## src/rtl/ctrl_pipe_pkg.sv

```systemverilog
`default_nettype none
// ============================================================================
// Module      : ctrl_pipe_pkg
// Description : Shared types and constants for the control pipeline. Holds
//               the ID-stage control bundle layout and the EX operand
//               forwarding select encodings.
// Revision    : 1.0 - initial release
// ============================================================================
package ctrl_pipe_pkg;

    // Decoded control for one instruction as it leaves ID.
    typedef struct packed {
        logic       reg_write;
        logic       mem_to_reg;
        logic       mem_read;
        logic       mem_write;
        logic [1:0] alu_op;
        logic       alu_src;
    } ctrl_t;

    // A bubble is an all-zero bundle: it writes nothing and touches no memory.
    localparam ctrl_t c_bubble = '0;

    // EX operand source selects.
    localparam logic [1:0] c_fwd_rf    = 2'b00;  // register file value
    localparam logic [1:0] c_fwd_exmem = 2'b10;  // result held in EX/MEM
    localparam logic [1:0] c_fwd_memwb = 2'b01;  // result held in MEM/WB

endpackage : ctrl_pipe_pkg
`default_nettype wire

```

## src/rtl/ctrl_pipe_hazard_detect.sv

```systemverilog
`default_nettype none
// ============================================================================
// Module      : ctrl_pipe_hazard_detect
// Description : Purely combinational RAW hazard and forwarding decision.
//               Build option CTRL_PIPE_FWD_EN:
//                 defined   - forwarding selects driven; only a load in EX
//                             whose rd feeds the ID instruction stalls.
//                 undefined - selects tied to register file; any pending
//                             write in EX or MEM to an ID source stalls.
//               A destination of x0 never creates a dependency, and a match
//               against the WB stage never stalls (regfile writes first).
// Ports       : i_id_rs1/i_id_rs2     ID source registers
//               i_ex_rd, i_mem_rd     destination regs held in ID/EX, EX/MEM
//               i_mem_reg_write       EX/MEM RegWrite
//               (fwd)  i_ex_mem_read, i_ex_rs1/rs2, i_wb_reg_write, i_wb_rd
//               (nofwd) i_ex_reg_write
//               o_stall               hold PC/IF/ID, bubble into EX
//               o_fwd_a/o_fwd_b       EX operand selects
// Revision    : 1.0 - initial release
// ============================================================================
module ctrl_pipe_hazard_detect
    import ctrl_pipe_pkg::*;
#(
    parameter int REG_AW = 5
) (
    input  logic [REG_AW-1:0] i_id_rs1,
    input  logic [REG_AW-1:0] i_id_rs2,
    input  logic [REG_AW-1:0] i_ex_rd,
    input  logic [REG_AW-1:0] i_mem_rd,
    input  logic              i_mem_reg_write,
`ifdef CTRL_PIPE_FWD_EN
    input  logic              i_ex_mem_read,
    input  logic [REG_AW-1:0] i_ex_rs1,
    input  logic [REG_AW-1:0] i_ex_rs2,
    input  logic              i_wb_reg_write,
    input  logic [REG_AW-1:0] i_wb_rd,
`else
    input  logic              i_ex_reg_write,
`endif
    output logic              o_stall,
    output logic [1:0]        o_fwd_a,
    output logic [1:0]        o_fwd_b
);

    // A nonzero rd equal to rs implies rs is nonzero as well, so x0 sources
    // are excluded without a separate test.
    logic w_ex_hits_id;
    logic w_mem_hits_id;

    assign w_ex_hits_id  = (i_ex_rd  != '0) && ((i_ex_rd  == i_id_rs1) || (i_ex_rd  == i_id_rs2));
    assign w_mem_hits_id = (i_mem_rd != '0) && ((i_mem_rd == i_id_rs1) || (i_mem_rd == i_id_rs2));

`ifdef CTRL_PIPE_FWD_EN
    // Only a load cannot be forwarded in time: its data exists after MEM.
    assign o_stall = i_ex_mem_read && w_ex_hits_id;

    // EX/MEM is the younger producer, so it wins over MEM/WB.
    always_comb begin
        o_fwd_a = c_fwd_rf;
        o_fwd_b = c_fwd_rf;
        if (i_mem_reg_write && (i_mem_rd != '0) && (i_mem_rd == i_ex_rs1)) begin
            o_fwd_a = c_fwd_exmem;
        end else if (i_wb_reg_write && (i_wb_rd != '0) && (i_wb_rd == i_ex_rs1)) begin
            o_fwd_a = c_fwd_memwb;
        end
        if (i_mem_reg_write && (i_mem_rd != '0) && (i_mem_rd == i_ex_rs2)) begin
            o_fwd_b = c_fwd_exmem;
        end else if (i_wb_reg_write && (i_wb_rd != '0) && (i_wb_rd == i_ex_rs2)) begin
            o_fwd_b = c_fwd_memwb;
        end
    end
`else
    // Without bypass paths the consumer waits until the producer reaches WB.
    assign o_stall = (i_ex_reg_write && w_ex_hits_id) || (i_mem_reg_write && w_mem_hits_id);
    assign o_fwd_a = c_fwd_rf;
    assign o_fwd_b = c_fwd_rf;
`endif

endmodule : ctrl_pipe_hazard_detect
`default_nettype wire

```

## src/rtl/ctrl_pipe.sv

```systemverilog
`default_nettype none
// ============================================================================
// Module      : ctrl_pipe
// Description : Carries the decoded control bundle from ID through the
//               ID/EX, EX/MEM and MEM/WB registers, inserts bubbles on RAW
//               stalls or branch flushes, and counts stall cycles.
//               Build option CTRL_PIPE_FWD_EN enables operand forwarding
//               (rs1/rs2 tracked in ID/EX, only load-use stalls).
// Ports       : clk_i, rst_i (sync, active-high)
//               RegWrite_i..ALUSrc_i, rs1_i, rs2_i, rd_i   ID-stage bundle
//               flush_i                                    squash ID instr
//               ex_ALUOp_o, ex_ALUSrc_o                    EX controls
//               mem_MemRead_o, mem_MemWrite_o              MEM controls
//               wb_RegWrite_o, wb_MemtoReg_o, wb_rd_o      WB controls
//               stall_o                                    hold PC + IF/ID
//               fwd_a_o, fwd_b_o                           EX operand selects
//               stall_cnt_o                                stall cycles
// Revision    : 1.0 - initial release
// ============================================================================
module ctrl_pipe
    import ctrl_pipe_pkg::*;
#(
    parameter int CNT_W  = 32,
    parameter int REG_AW = 5
) (
    input  logic              clk_i,
    input  logic              rst_i,
    input  logic              RegWrite_i,
    input  logic              MemtoReg_i,
    input  logic              MemRead_i,
    input  logic              MemWrite_i,
    input  logic [1:0]        ALUOp_i,
    input  logic              ALUSrc_i,
    input  logic [REG_AW-1:0] rs1_i,
    input  logic [REG_AW-1:0] rs2_i,
    input  logic [REG_AW-1:0] rd_i,
    input  logic              flush_i,
    output logic [1:0]        ex_ALUOp_o,
    output logic              ex_ALUSrc_o,
    output logic              mem_MemRead_o,
    output logic              mem_MemWrite_o,
    output logic              wb_RegWrite_o,
    output logic              wb_MemtoReg_o,
    output logic [REG_AW-1:0] wb_rd_o,
    output logic              stall_o,
    output logic [1:0]        fwd_a_o,
    output logic [1:0]        fwd_b_o,
    output logic [CNT_W-1:0]  stall_cnt_o
);

    ctrl_t             w_id_ctrl;
    logic              w_stall;
    logic              w_bubble;

    // ID/EX
    ctrl_t             r_idex_ctrl;
    logic [REG_AW-1:0] r_idex_rd;
`ifdef CTRL_PIPE_FWD_EN
    logic [REG_AW-1:0] r_idex_rs1;
    logic [REG_AW-1:0] r_idex_rs2;
`endif

    // EX/MEM: only the fields still needed downstream
    logic              r_exmem_reg_write;
    logic              r_exmem_mem_to_reg;
    logic              r_exmem_mem_read;
    logic              r_exmem_mem_write;
    logic [REG_AW-1:0] r_exmem_rd;

    // MEM/WB
    logic              r_memwb_reg_write;
    logic              r_memwb_mem_to_reg;
    logic [REG_AW-1:0] r_memwb_rd;

    logic [CNT_W-1:0]  r_stall_cnt;

    assign w_id_ctrl = '{reg_write:  RegWrite_i,
                         mem_to_reg: MemtoReg_i,
                         mem_read:   MemRead_i,
                         mem_write:  MemWrite_i,
                         alu_op:     ALUOp_i,
                         alu_src:    ALUSrc_i};

    // A stalled instruction stays in IF/ID and re-issues later; a flushed
    // one is dropped. Either way nothing valid enters EX this cycle.
    assign w_bubble = w_stall || flush_i;

    ctrl_pipe_hazard_detect #(
        .REG_AW          (REG_AW)
    ) u_hazard (
        .i_id_rs1        (rs1_i),
        .i_id_rs2        (rs2_i),
        .i_ex_rd         (r_idex_rd),
        .i_mem_rd        (r_exmem_rd),
        .i_mem_reg_write (r_exmem_reg_write),
`ifdef CTRL_PIPE_FWD_EN
        .i_ex_mem_read   (r_idex_ctrl.mem_read),
        .i_ex_rs1        (r_idex_rs1),
        .i_ex_rs2        (r_idex_rs2),
        .i_wb_reg_write  (r_memwb_reg_write),
        .i_wb_rd         (r_memwb_rd),
`else
        .i_ex_reg_write  (r_idex_ctrl.reg_write),
`endif
        .o_stall         (w_stall),
        .o_fwd_a         (fwd_a_o),
        .o_fwd_b         (fwd_b_o)
    );

    always_ff @(posedge clk_i) begin
        if (rst_i) begin
            r_idex_ctrl        <= c_bubble;
            r_idex_rd          <= '0;
`ifdef CTRL_PIPE_FWD_EN
            r_idex_rs1         <= '0;
            r_idex_rs2         <= '0;
`endif
            r_exmem_reg_write  <= 1'b0;
            r_exmem_mem_to_reg <= 1'b0;
            r_exmem_mem_read   <= 1'b0;
            r_exmem_mem_write  <= 1'b0;
            r_exmem_rd         <= '0;
            r_memwb_reg_write  <= 1'b0;
            r_memwb_mem_to_reg <= 1'b0;
            r_memwb_rd         <= '0;
        end else begin
            r_memwb_reg_write  <= r_exmem_reg_write;
            r_memwb_mem_to_reg <= r_exmem_mem_to_reg;
            r_memwb_rd         <= r_exmem_rd;

            r_exmem_reg_write  <= r_idex_ctrl.reg_write;
            r_exmem_mem_to_reg <= r_idex_ctrl.mem_to_reg;
            r_exmem_mem_read   <= r_idex_ctrl.mem_read;
            r_exmem_mem_write  <= r_idex_ctrl.mem_write;
            r_exmem_rd         <= r_idex_rd;

            if (w_bubble) begin
                r_idex_ctrl    <= c_bubble;
                r_idex_rd      <= '0;
`ifdef CTRL_PIPE_FWD_EN
                r_idex_rs1     <= '0;
                r_idex_rs2     <= '0;
`endif
            end else begin
                r_idex_ctrl    <= w_id_ctrl;
                r_idex_rd      <= rd_i;
`ifdef CTRL_PIPE_FWD_EN
                r_idex_rs1     <= rs1_i;
                r_idex_rs2     <= rs2_i;
`endif
            end
        end
    end

    // Free-running wrap-around count of stalled cycles.
    always_ff @(posedge clk_i) begin
        if (rst_i) begin
            r_stall_cnt <= '0;
        end else if (w_stall) begin
            r_stall_cnt <= r_stall_cnt + CNT_W'(1);
        end
    end

    assign ex_ALUOp_o     = r_idex_ctrl.alu_op;
    assign ex_ALUSrc_o    = r_idex_ctrl.alu_src;
    assign mem_MemRead_o  = r_exmem_mem_read;
    assign mem_MemWrite_o = r_exmem_mem_write;
    // Writes to x0 are architecturally discarded.
    assign wb_RegWrite_o  = r_memwb_reg_write && (r_memwb_rd != '0);
    assign wb_MemtoReg_o  = r_memwb_mem_to_reg;
    assign wb_rd_o        = r_memwb_rd;
    assign stall_o        = w_stall;
    assign stall_cnt_o    = r_stall_cnt;

endmodule : ctrl_pipe
`default_nettype wire

```

## config.mk

```make
export PLATFORM = sky130hd
export DESIGN_NAME = ctrl_pipe
export DESIGN_NICKNAME = d
export VERILOG_FILES = /design/src/rtl/ctrl_pipe_pkg.sv /design/src/rtl/ctrl_pipe_hazard_detect.sv /design/src/rtl/ctrl_pipe.sv
export SDC_FILE = /design/constraint.sdc
export NUM_CORES = 1
export LEC_CHECK = 0
export BUFFER_PORTS_ARGS = -buffer_cell sky130_fd_sc_hd__clkbuf_2
export CORE_MARGIN = 2
export CORE_UTILIZATION = 44
export CTS_BUF_LIST = sky130_fd_sc_hd__clkbuf_16
export DETAILED_ROUTE_END_ITERATION = 10
export PLACE_DENSITY = 0.77
export SYNTH_ARGS = -nofsm -noshare
export SYNTH_HDL_FRONTEND = slang
export SYNTH_SLANG_ARGS = --single-unit
```

## constraint.sdc

```tcl
create_clock -name clk_i -period 2.8 [get_ports clk_i]
set_input_delay 0.56 -clock clk_i [delete_from_list [all_inputs] [get_ports clk_i]]
set_output_delay 0.56 -clock clk_i [all_outputs]
set_load 0.1 [all_outputs]
```

==> flow_summary.ini <==
[clock_tree]
htreeDepth = 3
post-cts-setup-buffers = 0
cts_resized = 0
cts.sinks = 60
cts-root-buf = clkbuf_16
cts_buffers = 9
holdBufCountCts = 0
clk_pin_slew_ns = 0.05
cts_tree = built
clk-insertion-delay-late_ns = 0.33
clk_path_buf_depth = 2

[critical_path]
required_ns = 2.24
cp_max_fo = 4
end_kind = primary output
startpoint_type = register
critPathArrivalTime_ns = 1.93
crit_type = reg2out

[floorplanning]
die_height_um = 81.76
floorplan.initialDensity_pct = 45.20
die_area_um2 = 6684
die_width_um = 81.76
num_rows = 28
pin_count = 74
core_um2 = 5886

[final_layout]
fin_cells = 442
drive_gt1_share_pct = 25.61
area_growth_pct = 27.38
nets = 388
antenna_cells = 0
largest_reg_flops = 32
final_area_um2 = 3388

[sta]
finalHoldViolCount = 0
rsz0062_at_grt = false
period_minus_slack_ns = 2.488
fin_crit_sh_pct = 88.87
slew_violations = 0
max_freq_mhz = 401.9
setup_violations = 0
fin_tns_setup_ns = 0
timing.hold.ws_ns = 0.4289
max_slew_margin_pct = 50.25
tightest_slew_ns = 0.7463
fin_skew_ns = 0.005274

[routing]
routedWlPerCell_um = 13.61
vias_per_cell = 5.457
drt-initial-drc-count = 170
wl_um = 6016
drtAntennaViolNets = 0
drt_first_pass_iters = 4
drc = 0
num_vias = 2412

[synthesis]
ys_types = 39
seq_area_frac_synth_pct = 45.16
yosysMostFrequentCell = dfxtp_1
postSynthAreaPerCell_um2 = 8.956
synth-seq-cells = 60
yosys.area.top_type = dfxtp_1
synth_area_um2 = 2660
synthTopCellsByCount = dfxtp_1, a21oi_1, or3_1, xor2_1, o21ai_0
yosys_warnings = 0
syn-instance-count = 297
synthFlopType = dfxtp_1
synth-edff-count = 0
yosys-top-cells-area = dfxtp_1, xor2_1, or3_1, a21oi_1, nor2b_1
async_flop_share_pct = 0
synth_top_cell_area_share_pct = 45.16

[global_routing]
antenna_found_initial = 0
grt_max_degree = 57
grt_pass1_vias = 2179
track_usage_pct = 19.33
grt_pass1_wl_um = 9798
overflow = 0

[power_and_ir_drop]
p_leak_uw = 0.001399
power_density_nw_per_um2 = 669.3
irDropWorstVdd_v = 0.0004593

[place]
gp_congestion = 0.8651
post_dp_cell_area_um2 = 3039
dpl.cell_count = 426
portBuffers = 69
dp_hpwl_um = 4245

[worst_hold_path]
hp-class = in2reg

[job]
maxCapViolCount = 0

[outcome]
status = finished, final reports clean
[report_power, final]
group / total, uW / internal (uW) / switching [uW]
logic: 132 / 38.1 / 94.2
registers: 876 / 867 / 8.81
clock network: 1260 / 874 / 386
total: 2270 / 1780 / 489
[layer usage]
layer	up-vias	part of all wire (%)	GRT usage, %
met1	1117	43	22.88
li1	1192	-	-
met5	-	0	0
met3	15	6.3	5.385
met4	0	1.8	9.333
met2	88	49	32.20
[cell usage in the layout, fill, tap and decap left out, drive strengths merged, types with 2 or more instances in the layout]
master  count
clkbuf     77
dfxtp      60
a21oi      28
or3        23
o21ai      23
xor2       21
nor2b      17
and2       14
nor2       13
nand3      13
nand4      10
nand2       9
or4         8
nor3        5
o31ai       5
and4        4
and3        4
conb        4
inv         4
buf         4
bufinv      3
a22oi       2
clkinv      2
[final cells by class]
cell class / instances / area [um2]
clock buffer: 9 / 225.2
fill: 541 / 2497
timing repair buffer: 72 / 395.4
tap: 75 / 93.84
sequential: 60 / 1201
inverter: 3 / 11.26
clock inverter: 7 / 123.9
multi-input combinational: 216 / 1338
[worst paths after layout]
kind / from / end / slack (ns) / cells after the start
setup / recovery: r_exmem_rd[0]$_SDFF_PP0_ / stall_o / 0.31 / 5
hold / removal: MemRead_i / r_idex_ctrl[4]$_SDFF_PP0_ / 0.43 / 2
setup reg to reg: r_exmem_rd[0]$_SDFF_PP0_ / r_idex_rd[4]$_SDFF_PP0_ / 0.47 / 6
hold reg to reg: r_idex_ctrl[5]$_SDFF_PP0_ / r_exmem_mem_to_reg$_SDFF_PP0_ / 0.43 / 1
[kinds of logic after synthesis]
| kind of cell | after synthesis | synth area share (%) |
|---|---|---|
| AND/OR/NAND/NOR | 124 | 27.61 |
| other | 1 | 0.1410 |
| flip-flops | 60 | 45.16 |
| buffers and inverters | 24 | 4.986 |
| multiplexers | 2 | 0.7996 |
| XOR/XNOR | 22 | 7.244 |
| AO/OA/AOI/OAI | 63 | 13.59 |
| adder cells (fa/ha/maj) | 1 | 0.4703 |
[stage by stage]
step           utilization, %  total power (uW)  setup slack [ns]
6_report                57.57              2268            0.3115
3_5_place_dp            51.64              1027            0.3257
2_1_floorplan               -             996.8           0.08887
5_1_grt                 57.57              2333            0.2345
4_1_cts                 57.57              2295            0.2699
3_3_place_gp            51.64              1023            0.4370
[critical path, stage by stage, from the launching register on]
cell and delay (ns):
dfxtp_1 0.35, or4_1 0.55, o21ai_2 0.17, o22a_1 0.22, inv_1 0.12, buf_12 0.18
Note: power is estimated with default switching activity, not from simulation.
